===== config.mk =====
export PLATFORM = sky130hd
export DESIGN_NAME = spi_mcp4921_dac
export DESIGN_NICKNAME = d
export VERILOG_FILES = /design/src/rtl/spi_mcp4921_dac.sv
export SDC_FILE = /design/constraint.sdc
export NUM_CORES = 1
export LEC_CHECK = 0
export CAP_MARGIN = 20
export CORE_MARGIN = 5
export CORE_UTILIZATION = 40
export DETAILED_ROUTE_END_ITERATION = 6
export GPL_TIMING_DRIVEN = 0
export PLACE_DENSITY = 0.72
export SLEW_MARGIN = 20
export SYNTH_ARGS = -nofsm -noshare
export SYNTH_HDL_FRONTEND = slang
export SYNTH_SLANG_ARGS = --single-unit

===== constraint.sdc =====
create_clock -name clk -period 2.1 [get_ports clk]
set_input_delay 0.525 -clock clk [delete_from_list [all_inputs] [get_ports clk]]
set_output_delay 0.525 -clock clk [all_outputs]
set_load 0.01 [all_outputs]

===== src/rtl/spi_mcp4921_dac.sv =====
// SPI mode-0 transmitter for the MCP4921 12-bit DAC.
// Each accepted sample becomes one 16-bit write command to DAC A, shifted out MSB first.
// The frame is followed by a CS hold period and an LDAC strobe that latches the new code.
module spi_mcp4921_dac #(
    parameter int unsigned CLK_DIV = 4,
    parameter logic        BUF     = 1'b0,
    parameter logic        GA_N    = 1'b1,
    parameter logic        SHDN_N  = 1'b1
) (
    input  logic        clk,
    input  logic        reset,
    input  logic        sample_valid,
    input  logic [11:0] sample,
    output logic        ready,
    output logic        overrun,
    output logic        dac_cs_n,
    output logic        dac_sck,
    output logic        dac_mosi,
    output logic        dac_ldac_n
);

    localparam int unsigned    CW      = $clog2(CLK_DIV) + 1;
    localparam logic [CW-1:0]  CNT_MAX = CW'(CLK_DIV - 1);

    typedef enum logic [1:0] {
        IDLE,
        SHIFT,
        HOLD,
        LDAC
    } state_t;

    state_t          state_q;
    logic [14:0]     shiftReg_q;
    logic [3:0]      bitCnt_q;
    logic [CW-1:0]   halfCnt_q;
    logic            ready_q;
    logic            overrun_q;
    logic            csN_q;
    logic            sck_q;
    logic            mosi_q;
    logic            ldacN_q;
    logic [15:0]     frame_d;

    // Command word: DAC A select, configuration bits, then the 12-bit code.
    assign frame_d = {1'b0, BUF, GA_N, SHDN_N, sample};

    // Frame sequencer; every output comes straight from a register so nothing
    // combinational reaches the pins. Bit 15 goes out directly at acceptance,
    // the shift register carries the remaining 15 bits.
    always_ff @(posedge clk or posedge reset) begin
        if (reset) begin
            state_q    <= IDLE;
            shiftReg_q <= '0;
            bitCnt_q   <= '0;
            halfCnt_q  <= '0;
            ready_q    <= 1'b1;
            overrun_q  <= 1'b0;
            csN_q      <= 1'b1;
            sck_q      <= 1'b0;
            mosi_q     <= 1'b0;
            ldacN_q    <= 1'b1;
        end else begin
            overrun_q <= sample_valid & ~ready_q;
            case (state_q)
                IDLE: begin
                    if (sample_valid) begin
                        shiftReg_q <= frame_d[14:0];
                        mosi_q     <= frame_d[15];
                        bitCnt_q   <= 4'd15;
                        halfCnt_q  <= '0;
                        sck_q      <= 1'b0;
                        csN_q      <= 1'b0;
                        ready_q    <= 1'b0;
                        state_q    <= SHIFT;
                    end
                end
                SHIFT: begin
                    if (halfCnt_q == CNT_MAX) begin
                        halfCnt_q <= '0;
                        if (!sck_q) begin
                            sck_q <= 1'b1;
                        end else begin
                            sck_q <= 1'b0;
                            if (bitCnt_q == 4'd0) begin
                                state_q <= HOLD;
                            end else begin
                                bitCnt_q   <= bitCnt_q - 4'd1;
                                mosi_q     <= shiftReg_q[14];
                                shiftReg_q <= {shiftReg_q[13:0], 1'b0};
                            end
                        end
                    end else begin
                        halfCnt_q <= halfCnt_q + 1'b1;
                    end
                end
                HOLD: begin
                    if (halfCnt_q == CNT_MAX) begin
                        halfCnt_q <= '0;
                        csN_q     <= 1'b1;
                        ldacN_q   <= 1'b0;
                        state_q   <= LDAC;
                    end else begin
                        halfCnt_q <= halfCnt_q + 1'b1;
                    end
                end
                LDAC: begin
                    if (halfCnt_q == CNT_MAX) begin
                        halfCnt_q <= '0;
                        ldacN_q   <= 1'b1;
                        ready_q   <= 1'b1;
                        mosi_q    <= 1'b0;
                        state_q   <= IDLE;
                    end else begin
                        halfCnt_q <= halfCnt_q + 1'b1;
                    end
                end
                default: begin
                    state_q <= IDLE;
                end
            endcase
        end
    end

    assign ready      = ready_q;
    assign overrun    = overrun_q;
    assign dac_cs_n   = csN_q;
    assign dac_sck    = sck_q;
    assign dac_mosi   = mosi_q;
    assign dac_ldac_n = ldacN_q;

endmodule


==> out/summary.txt, run 1 <==
Layout area overhead: 26.0%
worst hold slack: 486 ps
final instance area: 2000 um^2
Final Max Tran Viols: 0
drt first pass iters: 5
Pwr Density: 1480 nW/um^2
maximum clock rate: 518 MHz
Initial Utilization: 42.3%
Syn Nets: 148
# port buffers: 20
proportion of synthesized area in mux cells: 19.3%
CTS H-tree depth: 2
post-DR vias/cell: 5.19
adder-cell share of the synthesized area: 4.74%
first-pass GRT wire length: 4860 um
Clock Tree Root: clkbuf_8
xor-xnor portion of the synthesized cell area: 0%
core area: 3740 um^2
highest net fanout along the worst path: 10
crit end category: register
final wirelength: 2870 um
synth warn: 0
gr ovfl total: 0
FF-to-FF path depth: 7
clock buffer depth: 2
clk_lat worst skew: 280 ps
FF-to-FF setup slack: 170 ps
number of global-route vias before repair: 1150
Synth Cell Area: 1580 um^2
boundary pin count: 21
Placed Instance Area: 1870 um^2
Final Hold Fails: 0
main combinational cell family by area after synthesis: multiplexers
Yosys reg bits: 30
VDD IR max: 1130 uV
# diodes: 0
Final Setup Violations: 0
Min-Delay Endpoint: shiftReg_q[0]$_DFFE_PP0P_
worst clock skew: 2.82 ps
Worst Tran Pin Value: 513 ps
Worst setup SP type: register
Synth async-reset ratio: 100%
Slew HR: 65.7%
sequential area share after synthesis: 47.6%
min-delay src: shiftReg_q[0]$_DFFE_PP0P_
post-route clock period utilization: 92.0%
dpl hpwl: 2210 um
Power, Total: 2.95 mW
largest net degree at the start of global routing: 20
CTS sink count: 30
GP Congestion: 0.810
# hold bufs at CTS: 0
initial DRC count: 30
TritonCTS buffer count: 5
Reg-to-Reg Start: state_q[0]$_DFFE_PP0P_
Top FF cell, synth: dfrtp_1
Post-synth EDFFs: 0
drt drc: 0
Synth cell types: 40
DR WL/cell: 13.9 um
RSZ-0062 raised after global routing: false
hold depth: 1
die area: 5320 um^2
vias: 1070
P_leak: 0.884 nW
Final #Nets: 178
Synth Area in Simple Gates: 13.5%
leading area contributor after synthesis: dfrtp_1
total track usage: 12.0%
Worst Path Class, Setup: reg2reg
Setup TNS: 0 ps
class of the worst hold path: reg2reg
Clock transition at path regs: 60 ps
Post-Syn Instances: 127
die height: 72.9 um
crit path DAT: 2100 ps
TritonCTS clock tree: yes
max_cap viols: 0
final critical-path required period: 1930 ps
antenna violations before repair: 0
most common library cells after synthesis: dfrtp_1 (27), mux2_2 (16), mux2_4 (7)
row count: 22
Synth top area share: 42.7%
CP required: 2270 ps
Avg Synthesized Cell Area: 12.5 um^2
die width: 72.9 um
most numerous cell in the Yosys netlist: dfrtp_1
share of layout cells above drive strength 1: 32.9%
remaining antenna violation count: 0
most area-consuming cells after synthesis: dfrtp_1 (43%), mux2_2 (11%), mux2_4 (6.6%)
Compound-Gate Fraction of Synth Area: 11.5%
r2r endpoint: shiftReg_q[2]$_DFFE_PP0P_
status: complete, no violations
flip-flops by register name (all words and copies together) (netlist names):
| name | count |
|---|---|
| bitCnt_q | 4 |
| dac_cs_n | 1 |
| dac_ldac_n | 1 |
| dac_mosi | 1 |
| dac_sck | 1 |
| halfCnt_q | 3 |
| overrun | 1 |
| ready | 1 |
| shiftReg_q | 15 |
| state_q | 2 |
cell families (layout without fill, tap and decap cells):
logic type	Yosys count	in the layout
flops	30	30
simple gates	33	33
buf+inv	10	41
fa+ha+maj	6	6
mux	25	25
compound gates	23	23
report_power, final:
group | leakage [nW] | total [mW] | switching (mW) | internal, mW
Clock | 0.0579 | 0.556 | 0.208 | 0.348
Sequential | 0.342 | 0.945 | 0.136 | 0.809
Combinational | 0.484 | 1.45 | 0.639 | 0.808
Total | 0.884 | 2.95 | 0.982 | 1.97
layout make-up:
cell class              count  area, um^2
fillers                   326        1750
multi-input cells          87         776
flip-flops and latches     30         754
repair buffers             23         243
clock buffers               5        68.8
well taps                  48        60.1
clock inverters             3        40.0
plain buffers               4        31.3
inverters                   6        22.5
what timing repair did:
item | CTS | global route
setup endpoints to repair | 0 | 6
gates resized for setup | 0 | 0
buffers inserted | 0 | 2
through the flow:
step                setup WS [ps]  instances  utilization, %
floorplan                     282        127               -
detailed placement           -156        196            50.0
finish                        168        206            53.3
CTS                          48.9        204            52.9
global placement             -119        195            49.3
global route                 55.4        206            53.3
critical path, cell delays in order, from the launching register on:
cell and delay (ps):
dfrtp_1 380, inv_1 90, ha_1 300, nor2b_4 180
o21bai_4 200, a21oi_4 160, buf_6 190, mux2_4 310
routing by layer:
layer  share of wire [%]  routed length, um  track usage, %
met2                  48               1380            19.6
met1                  45               1280            13.5
met4                 3.2                 91            8.20
met5                   0                  0               0
met3                 4.1                118            3.44
cell usage in the layout, fill, tap and decap left out, types with 2 or more instances in the layout:
cell type	netlist	layout
nand4_1	2	2
mux2i_1	2	2
nand2b_1	2	2
nor2_1	6	6
or3_2	2	2
inv_1	6	6
nand2_1	6	6
o21ai_0	3	3
clkbuf_8	0	5
mux2_2	16	16
ha_1	6	6
clkdlybuf4s50_1	0	20
o22a_1	2	2
buf_4	2	4
nor3_1	2	2
a21o_1	2	2
mux2_4	7	7
dfrtp_1	27	27
a21oi_1	6	6
and3_2	2	2
dfstp_2	3	3
clkinv_2	0	2
a22o_1	3	3
how the worst max path moves through the flow:
stage                     depth (start not counted)                    from  slack, ps                         to
after CTS                                         7  state_q[0]$_DFFE_PP0P_         50  shiftReg_q[2]$_DFFE_PP0P_
final                                             7  state_q[0]$_DFFE_PP0P_        170  shiftReg_q[2]$_DFFE_PP0P_
after global routing                              7  state_q[0]$_DFFE_PP0P_         60  shiftReg_q[3]$_DFFE_PP0P_
after floorplan                                   7  state_q[0]$_DFFE_PP0P_        280  shiftReg_q[1]$_DFFE_PP0P_
after global placement                            6            sample_valid       -120  shiftReg_q[4]$_DFFE_PP0P_
after detailed placement                          6            sample_valid       -160  shiftReg_q[2]$_DFFE_PP0P_
Note: power is estimated with default switching activity, not from simulation.
==> inputs of run 2 (changes only) <==
--- a/config.mk
+++ b/config.mk
@@ -10,7 +10,7 @@
 export CORE_UTILIZATION = 40
 export DETAILED_ROUTE_END_ITERATION = 6
 export GPL_TIMING_DRIVEN = 0
-export PLACE_DENSITY = 0.72
+export PLACE_DENSITY_LB_ADDON = 0.12
 export SLEW_MARGIN = 20
 export SYNTH_ARGS = -nofsm -noshare
 export SYNTH_HDL_FRONTEND = slang
==> run 2 against run 1 <==
Against the previous run: routed wire length up 3.3%; core utilization did not move; global-route usage rose by 1.3 points; clock skew up 2.2 ps; non-clock buffer count unchanged; fmax is 1.5% lower; count of clock-buffer cells in the layout did not move; first-iteration DRC count up 120%.
==> out/summary.txt, run 2 (synthesis results as in run 1) <==
die height: 72.9 um (unchanged)
initial DRC count: 65 (was 30)
CP required: 2270 ps (about the same)
Worst setup SP type: register (unchanged)
Fill cells: 342 (was 326)
Power, Total: 2.95 mW (about the same)
P_leak: 0.884 nW (unchanged)
final critical-path required period: 1960 ps (was 1930 ps)
remaining antenna violation count: 0 (unchanged)
post-DR vias/cell: 5.16 (was 5.19)
postcts setup bufs: 0 (unchanged)
final wirelength: 2970 um (was 2870 um)
class of the worst hold path: reg2reg (unchanged)
VDD IR max: 770 uV (was 1130 uV)
Final Hold Fails: 0 (unchanged)
commonest cells after routing, fill and taps aside: dfrtp_1 (27), clkdlybuf4s50_1 (20), mux2_2 (16) (unchanged)
status: complete, no violations (unchanged)
highest net fanout along the worst path: 10 (unchanged)
proportion of power drawn by the clock network: 19.3% (was 18.9%)
RSZ-0062 raised after global routing: false (unchanged)
drt first pass iters: 4 (was 5)
boundary pin count: 21 (unchanged)
Worst Tran Pin Value: 629 ps (was 513 ps)
die width: 72.9 um (unchanged)
post-route clock period utilization: 93.4% (was 92.0%)
Largest regs: shiftReg_q x15, bitCnt_q x4, halfCnt_q x3 (unchanged)
max reg flops: 15 (unchanged)
largest net degree at the start of global routing: 18 (was 20)
maximum clock rate: 510 MHz (was 518 MHz)
CTS H-tree depth: 2 (unchanged)
Final #Nets: 178 (unchanged)
Final Max Tran Viols: 0 (unchanged)
Clock transition at path regs: 70 ps (was 60 ps)
DR WL/cell: 14.4 um (was 13.9 um)
# port buffers: 20 (unchanged)
die area: 5320 um^2 (unchanged)
first-pass GRT wire length: 5330 um (was 4860 um)
Initial Utilization: 42.3% (unchanged)
worst clock skew: 5.06 ps (was 2.82 ps)
antenna violations before repair: 0 (unchanged)
GP Congestion: 0.705 (was 0.810)
crit end category: register (unchanged)
Seq pwr share: 31.9% (was 32.1%)
share of layout cells above drive strength 1: 32.9% (unchanged)
Clock Tree Root: clkbuf_8 (unchanged)
Final Setup Violations: 0 (unchanged)
Setup TNS: 0 ps (unchanged)
cell internal pwr: 1.97 mW (about the same)
Resized Gates After CTS: 0 (unchanged)
TritonCTS buffer count: 5 (unchanged)
gr ovfl total: 0 (unchanged)
vias: 1062 (was 1070)
Slew HR: 58.0% (was 65.7%)
Layout area overhead: 26.0% (unchanged)
most flop-heavy register: shiftReg_q (unchanged)
drt drc: 0 (unchanged)
most common cell after layout, fill and taps aside: dfrtp_1 (unchanged)
Worst Path Class, Setup: reg2reg (unchanged)
net switching power: 983 uW (was 982 uW)
Pwr Density: 1480 nW/um^2 (about the same)
# diodes: 0 (unchanged)
dpl hpwl: 2220 um (was 2210 um)
total track usage: 13.3% (was 12.0%)
# hold bufs at CTS: 0 (unchanged)
crit path DAT: 2130 ps (was 2100 ps)
CTS sink count: 30 (unchanged)
max_cap viols: 0 (unchanged)
clk_lat worst skew: 280 ps (about the same)
number of global-route vias before repair: 1168 (was 1150)
row count: 22 (unchanged)
Switching Share: 33.3% (about the same)
Gate power share: 48.9% (was 49.1%)
TritonCTS clock tree: yes (unchanged)
core area: 3740 um^2 (unchanged)
clock buffer depth: 2 (unchanged)
[run 2: critical path, cell delays in order, from the launching register on]
cell      delay, ps
dfrtp_1         400
inv_1           110
ha_1            350
nor2b_4         280
o21bai_4        190
a21oi_4          60
buf_6           160
mux2_4          300
[run 2: final timing paths]
path / to / slack, ps / startpoint / cells after the start
worst min register to register: shiftReg_q[0]$_DFFE_PP0P_ / 480 / shiftReg_q[0]$_DFFE_PP0P_ / 1
worst max-delay path: shiftReg_q[6]$_DFFE_PP0P_ / 140 / state_q[0]$_DFFE_PP0P_ / 7
max in group asynchronous: shiftReg_q[8]$_DFFE_PP0P_ / 970 / reset / 3
worst max register to register: shiftReg_q[6]$_DFFE_PP0P_ / 140 / state_q[0]$_DFFE_PP0P_ / 7
worst min-delay path: shiftReg_q[0]$_DFFE_PP0P_ / 480 / shiftReg_q[0]$_DFFE_PP0P_ / 1
min in group asynchronous: halfCnt_q[0]$_DFFE_PP0P_ / 620 / reset / 2
[run 2: area by class of cell]
type                            count  area (um^2)  area share [%]
Multi-Input combinational cell     87          776            38.9
Sequential cell                    30          754            37.8
Timing Repair Buffer               23          243            12.2
Clock buffer                        5         68.8            3.45
Tap cell                           48         60.1            3.01
Clock inverter                      3         40.0            2.01
Buffer                              4         31.3            1.57
Inverter                            6         22.5            1.13
[run 2: metrics by stage]
stage	cell area [um^2]	hold WS, ps	worst slack, ps	utilization [%]	std cells
3_5_place_dp	1870	467	-161	50.0	196
5_1_grt	2000	516	12.8	53.3	206
3_3_place_gp	1840	466	-128	49.3	195
6_report	2000	478	139	53.3	206
4_1_cts	1980	487	37.6	52.9	204
2_1_floorplan	1580	444	282	-	127
[run 2: power groups by stage]
stage	clock [mW]	combinational [mW]	sequential (mW)
2_1_floorplan	0	1.12	0.925
3_3_place_gp	0	1.36	0.938
3_5_place_dp	0	1.41	0.950
4_1_cts	0.579	1.42	0.944
5_1_grt	0.609	1.59	0.974
6_report	0.568	1.44	0.939
[run 2: routing by layer]
metal,track usage [%],share of wire [%]
met1,14.9,42
met2,22.6,49
met3,5.51,7.3
met4,4.92,1.6
met5,0,0
==> edit 1 (settings of run 2) <==
Register the output `overrun` once more, with the module's reset; this adds one clock of latency there. The other outputs are not delayed to match.
--- a/src/rtl/spi_mcp4921_dac.sv
+++ b/src/rtl/spi_mcp4921_dac.sv
@@ -123,5 +123,11 @@
 
     assign ready      = ready_q;
-    assign overrun    = overrun_q;
+    always_ff @(posedge clk or posedge reset) begin
+        if (reset) begin
+            overrun <= '0;
+        end else begin
+            overrun <= overrun_q;
+        end
+    end
     assign dac_cs_n   = csN_q;
     assign dac_sck    = sck_q;
Behaviour: not the same (a bounded check fails within 4 cycles, from zero or initial values and one cycle with reset high).
==> edit 1 against run 2 <==
Via count grew 24%. Clock skew shrank 0.00059 ns. Sequential cell count grew 1. Sequential share of layout area grew 1.1 points. Maximum frequency shrank 0.70%. Synthesized cell count grew 23%. Total power shrank 3.2%. Synthesized area grew 3.7%. Design area grew 0.50%. Critical path depth shrank 1. Setup slack lost 0.014 ns. Routed wire length grew 31%. Die area grew 3.2%. Critical path type is now input pin to flip-flop.
==> edit 1: results (changes against run 2) <==
- Mapped Nets: 177 (+20%)
- Hold WC Path Type: flip-flop to flip-flop
- Yosys cell types: 47 (+18%)
- # placed instances: 226 (+15%)
- Met3 GRT Util: 4.19% (-1.3 points)
- Layout Nets: 204 (+15%)
- M2 GR Usage: 24.4% (+1.8 points)
- Area of placed instances: 1910 µm² (+1.8%)
- WHS Endpoint: overrun$_DFF_PP0_
- Largest net degree at the start of global routing: 32 (+14)
- DR pass1 iterations: 4 (unchanged)
- Cell count of the worst reg-to-reg path: 6 (-1)
- Top cells by count, synth: dfrtp_1, nand2_1, a21oi_1, inv_1, nand2b_1
- Data arrival, critical path: 2.15 ns (+0.02 ns)
- Gpl congestion: 0.842 (+19%)
- Final Max Slew Viols: 0 (unchanged)
- Crit-path slowest cell: clkdlybuf4s50_1
- Seq pwr share: 34.5% (+2.6 points)
- Tot GR Track Use: 16.0% (+2.6 points)
- Hold Path Depth: 0 (-1)
- Top cells by area, synth: dfrtp_1, dfstp_2, ha_1, o221a_2, nand2b_1
- Setup bufs post-CTS: 0 (unchanged)
- Layout cell share with drive strength beyond 1: 16.3% (-17 points)
- Routed WL per cell: 16.6 µm (+15%)
- First-pass GRT wire length: 6640 µm (+25%)
- Clock root cell: clkbuf_8
- Number of vias per cell: 5.61 (+8.8%)
- Clock Skews: 0.00447 ns (-0.000590 ns)
- Met1 Wirelength: 1790 µm (+45%)
- Post-Synth Adder-Cell Area: 4.57% (-0.17 points)
- VDD IR-drop max: 777 µV (+0.95%)
- Met2 routed WL: 1910 µm (+30%)
- Net Switching: 1.10 mW (+12%)
- Worst r2r src: state_q[1]$_DFFE_PP0P_
- Reg2reg setup slack: 0.16 ns (+0.02 ns)
- P_seq: 0.985 mW (+4.9%)
- Multiplexer share of the synthesized area: 2.82% (-16 points)
- Hold path startpoint: overrun_q$_DFF_PP0_
- WL met3: 115 µm (-47%)
- Fillers: 377 (+10%)
- Outcome: complete, no violations
- Worst reg2reg endpoint: shiftReg_q[2]$_DFFE_PP0P_
- Clk. pwr: 0.528 mW (-7.0%)
- Static Leak: 0.820 nW (-7.3%)
- Synth Area in Compound Gates: 24.4% (+13 points)
- DP HPWL: 2820 µm (+27%)
- Avg Cell Area, Syn: 10.5 µm² (-16%)
- CP peak stage delay: 0.47 ns (+0.07 ns)
- Seq/Total Area, Yosys: 47.4% (-0.18 points)
- CTS clk-pin slew, worst paths: 0.07 ns (about the same)
- Slew of the pin with the lowest slew margin: 0.646 ns (+0.0171 ns)
- Met1 Use GR: 22.1% (+7.2 points)
- Iteration-0 DRC Markers: 97 (+49%)
- DR vias: 1312 (+24%)
- CP delay by family, top: buffers and inverters
-- edit 1: cell types whose count changed in the layout (fill, tap and decap cells not counted), sizes merged, moves of 2 or more --
cell	delta
a21oi	+3
a2bb2oi	+5
buf	-2
clkbuf	+4
clkinv	-2
inv	+3
mux2	-21
nand2	+5
nand2b	+6
nand3b	+4
o21ai	+6
o221a	+5
o22ai	+7
-- edit 1: worst max-delay path by stage --
stage / start / to / slack [ns] / depth (start not counted)
3_5_place_dp: sample_valid / bitCnt_q[2]$_DFFE_PP0P_ / -0.13 / 6
5_1_grt: sample_valid / bitCnt_q[2]$_DFFE_PP0P_ / -0.05 / 6
3_3_place_gp: sample_valid / bitCnt_q[2]$_DFFE_PP0P_ / -0.13 / 6
6_report: sample_valid / bitCnt_q[2]$_DFFE_PP0P_ / 0.12 / 6
2_1_floorplan: bitCnt_q[0]$_DFFE_PP0P_ / state_q[1]$_DFFE_PP0P_ / 0.39 / 6
4_1_cts: sample_valid / bitCnt_q[2]$_DFFE_PP0P_ / 0.16 / 6
-- edit 1: cell type report --
type	instances	area [µm²]	share of cell area, %
clock buffer	8	100	4.99
tap	50	62.6	3.12
inverter	9	33.8	1.68
timing repair buffer	20	200	9.98
multi-input combinational	110	802	40.0
buffer	6	27.5	1.37
sequential	31	779	38.9
-- edit 1: per-stage QoR --
| stage | TNS (ns) | hold WS [ns] | setup slack, ns |
|---|---|---|---|
| final | 0 | 0.356 | 0.125 |
| after global routing | -0.0928 | 0.366 | -0.0466 |
| after CTS | 0 | 0.358 | 0.164 |
| after detailed placement | -1.15 | 0.344 | -0.135 |
| after global placement | -0.857 | 0.332 | -0.126 |
| after floorplan | 0 | 0.331 | 0.395 |
==> edit 2 (config.mk and constraints of run 2) <==
Made on the original files. `GA_N`: 1'b1 -> 1'b0.
--- a/src/rtl/spi_mcp4921_dac.sv
+++ b/src/rtl/spi_mcp4921_dac.sv
@@ -5,5 +5,5 @@
     parameter int unsigned CLK_DIV = 4,
     parameter logic        BUF     = 1'b0,
-    parameter logic        GA_N    = 1'b1,
+    parameter logic        GA_N    = 1'b0,
     parameter logic        SHDN_N  = 1'b1
 ) (
Behaviour: no difference found for any inputs over 10 cycles, from zero or initial values and one cycle with reset high; that may be too few to reach the edited logic, so the function may still have changed.
==> edit 2 against run 2 <==
Sequential cell count unchanged. Count of clock-buffer cells in the layout rose by 2. Routed wire length down 2.4%. Clock skew rose by 0.00054 ns. Global-route usage decreased by 1.1 points. Synthesized area decreased by 0.39%. Setup slack lost 0.014 ns. Final cell count is 1.9% lower. First-iteration DRC count decreased by 58%. Design area shrank 2.4%. Highest routed layer unchanged.
Power is not compared: it rests on default switching activity, and its combinational part moved more than twofold at a synthesized area within 25%.
==> edit 2: results (changes against run 2) <==
- # clk buffers: 7 (+2)
- # placed instances: 194 (-1.0%)
- VDD IR-drop max: 448 µV
- Largest net degree at the start of global routing: 31 (+13)
- Worst reg2reg endpoint: shiftReg_q[5]$_DFFE_PP0P_
- Cell count of the worst reg-to-reg path: 7 (unchanged)
- CTS Buf Count: 5 (unchanged)
- Clock network latency to the later pin of the worst-skew pair: 0.27 ns
- Top cells by count, synth: dfrtp_1, mux2_2, inv_1, mux2_4
- Seq/Total Area, Yosys: 47.8% (+0.19 points)
- Data arrival, critical path: between 2 and 2.5 ns
- H-tree level count: 2 (unchanged)
- Setup bufs post-CTS: 0 (unchanged)
- DP HPWL: 2110 µm (-5.0%)
- Yosys cell types: 39 (-2.5%)
- Max clock buf depth: 2 (unchanged)
- Layout Nets: 174 (-2.2%)
- Worst r2r src: state_q[0]$_DFFE_PP0P_
- Non-clock buffering overhead: 11.8% (-1.9 points)
- Antenna violations before repair: 0 (unchanged)
- Worst Path Max Fanout: 10 (unchanged)
- Buffers, non-clock: 23 (-15%)
- Outcome: complete, no violations
- Storage cell area: 754 µm² (unchanged)
- Clock root cell: clkbuf_8
- Port Buf Inserts: 20 (unchanged)
- Clock buf/inv share: 5.46% (+0.0082 points)
- Gpl congestion: 0.684 (-3.0%)
- Slew of the pin with the lowest slew margin: 0.640 ns (+0.0110 ns)
- Critical Path Start: sample_valid
- DR pass1 iterations: 4 (unchanged)
- Footprint of the multi-input gates: 766 µm² (-1.3%)
- Multi-input gate count: 85 (-2.3%)
- Reg2reg setup slack: 0.16 ns (+0.02 ns)
- Critical Path End: shiftReg_q[5]$_DFFE_PP0P_
- Final sequential cell count: 30 (unchanged)
- Fillers: 345 (+0.88%)
- Vias in the first global route: 1120 (-4.1%)
- Layout cell share with drive strength beyond 1: 28.6% (-4.3 points)
- Tot GR Track Use: 12.2% (-1.1 points)
- Static Leak: roughly 0.95 nW
- Clock Skews: 0.00561 ns (+0.000542 ns)
- Hold WC Path Type: flip-flop to flip-flop
- Avg Cell Area, Syn: 12.5 µm² (+0.40%)
- Inverters: 8 (+2)
- Wirelength, routed: 2900 µm (-2.4%)
- DR vias: 1029 (-3.1%)
- Antenna Cells: 0 (unchanged)
- Iteration-0 DRC Markers: 27 (-58%)
- Top cells by area, synth: dfrtp_1, mux2_2, mux2_4, dfstp_2, ha_1
- Mapped Nets: 147 (-0.68%)
- Cell Count, Final, Fillers Out: 202 (-1.9%)
- Ys async rst share: 100% (unchanged)
- First-pass GRT wire length: 4950 µm (-7.1%)
- Largest regs: shiftReg_q x15, bitCnt_q x4, halfCnt_q x3
## edit 2: cell types whose count changed in the layout (fill, tap and decap cells not counted), sizes merged, moves of 2 or more
cell    delta
inv        +2
mux2i      +2
mux2       -2
o22a       -2
clkinv     -2
buf        -3
## edit 2: per-stage QoR
step / cell area (µm²) / setup TNS, ns / utilization (%) / hold slack, ns / setup slack [ns]
6_report: 1950 / 0 / 52.0 / 0.491 / 0.124
5_1_grt: 1950 / 0 / 52.0 / 0.510 / 0.0706
4_1_cts: 1940 / 0 / 51.9 / 0.493 / 0.0632
3_5_place_dp: 1840 / -1.31 / 49.1 / 0.471 / -0.170
3_3_place_gp: 1840 / -1.17 / 49.1 / 0.466 / -0.157
2_1_floorplan: 1580 / 0 / - / 0.444 / 0.268
## edit 2: where the power goes
part	switching, mW	total (mW)	internal, mW
combinational	0.0159	0.0414	0.0254
clock	0.203	0.557	0.354
sequential	0.000243	0.580	0.579
## edit 2: how the worst min path moves through the flow
stage	to	startpoint	cells after the start	slack, ns
detailed placement	shiftReg_q[0]$_DFFE_PP0P_	shiftReg_q[0]$_DFFE_PP0P_	1	0.47
floorplan	shiftReg_q[0]$_DFFE_PP0P_	shiftReg_q[0]$_DFFE_PP0P_	1	0.44
global placement	halfCnt_q[1]$_DFFE_PP0P_	halfCnt_q[1]$_DFFE_PP0P_	2	0.47
CTS	shiftReg_q[0]$_DFFE_PP0P_	shiftReg_q[0]$_DFFE_PP0P_	1	0.49
global route	shiftReg_q[0]$_DFFE_PP0P_	shiftReg_q[0]$_DFFE_PP0P_	1	0.51
finish	shiftReg_q[0]$_DFFE_PP0P_	shiftReg_q[0]$_DFFE_PP0P_	1	0.49
## edit 2: logic make-up after synthesis
| kind of cell | count (synthesis) | share of synthesized area (%) |
|---|---|---|
| DFF | 30 | 47.8 |
| buffers and inverters | 11 | 3.81 |
| muxes | 25 | 19.4 |
| AOI/OAI and AO/OA | 23 | 11.7 |
| adders and majority gates | 6 | 4.76 |
| and+or+nand+nor | 31 | 12.5 |
## edit 2: timing repair
action | CTS | global route
endpoints found under the setup margin | 0 | 7
hold endpoints to repair | 0 | 0
gates resized for setup | 0 | 1
hold buffers | 0 | 0
## edit 2: worst max-delay path, stage by stage
cell and delay (ns):
clkdlybuf4s50_1 0.50, and2b_4 0.22, o21bai_4 0.20, a21oi_4 0.18
buf_6 0.20, mux2_4 0.31
## edit 2: layer usage
layer / global-route usage [%] / share of wire (%) / vias up
met5: 0 / 0 / -
met4: 5.33 / 0.83 / 0
met3: 4.55 / 5.4 / 4
met2: 19.9 / 49 / 22
met1: 14.3 / 45 / 501
li1: - / - / 502
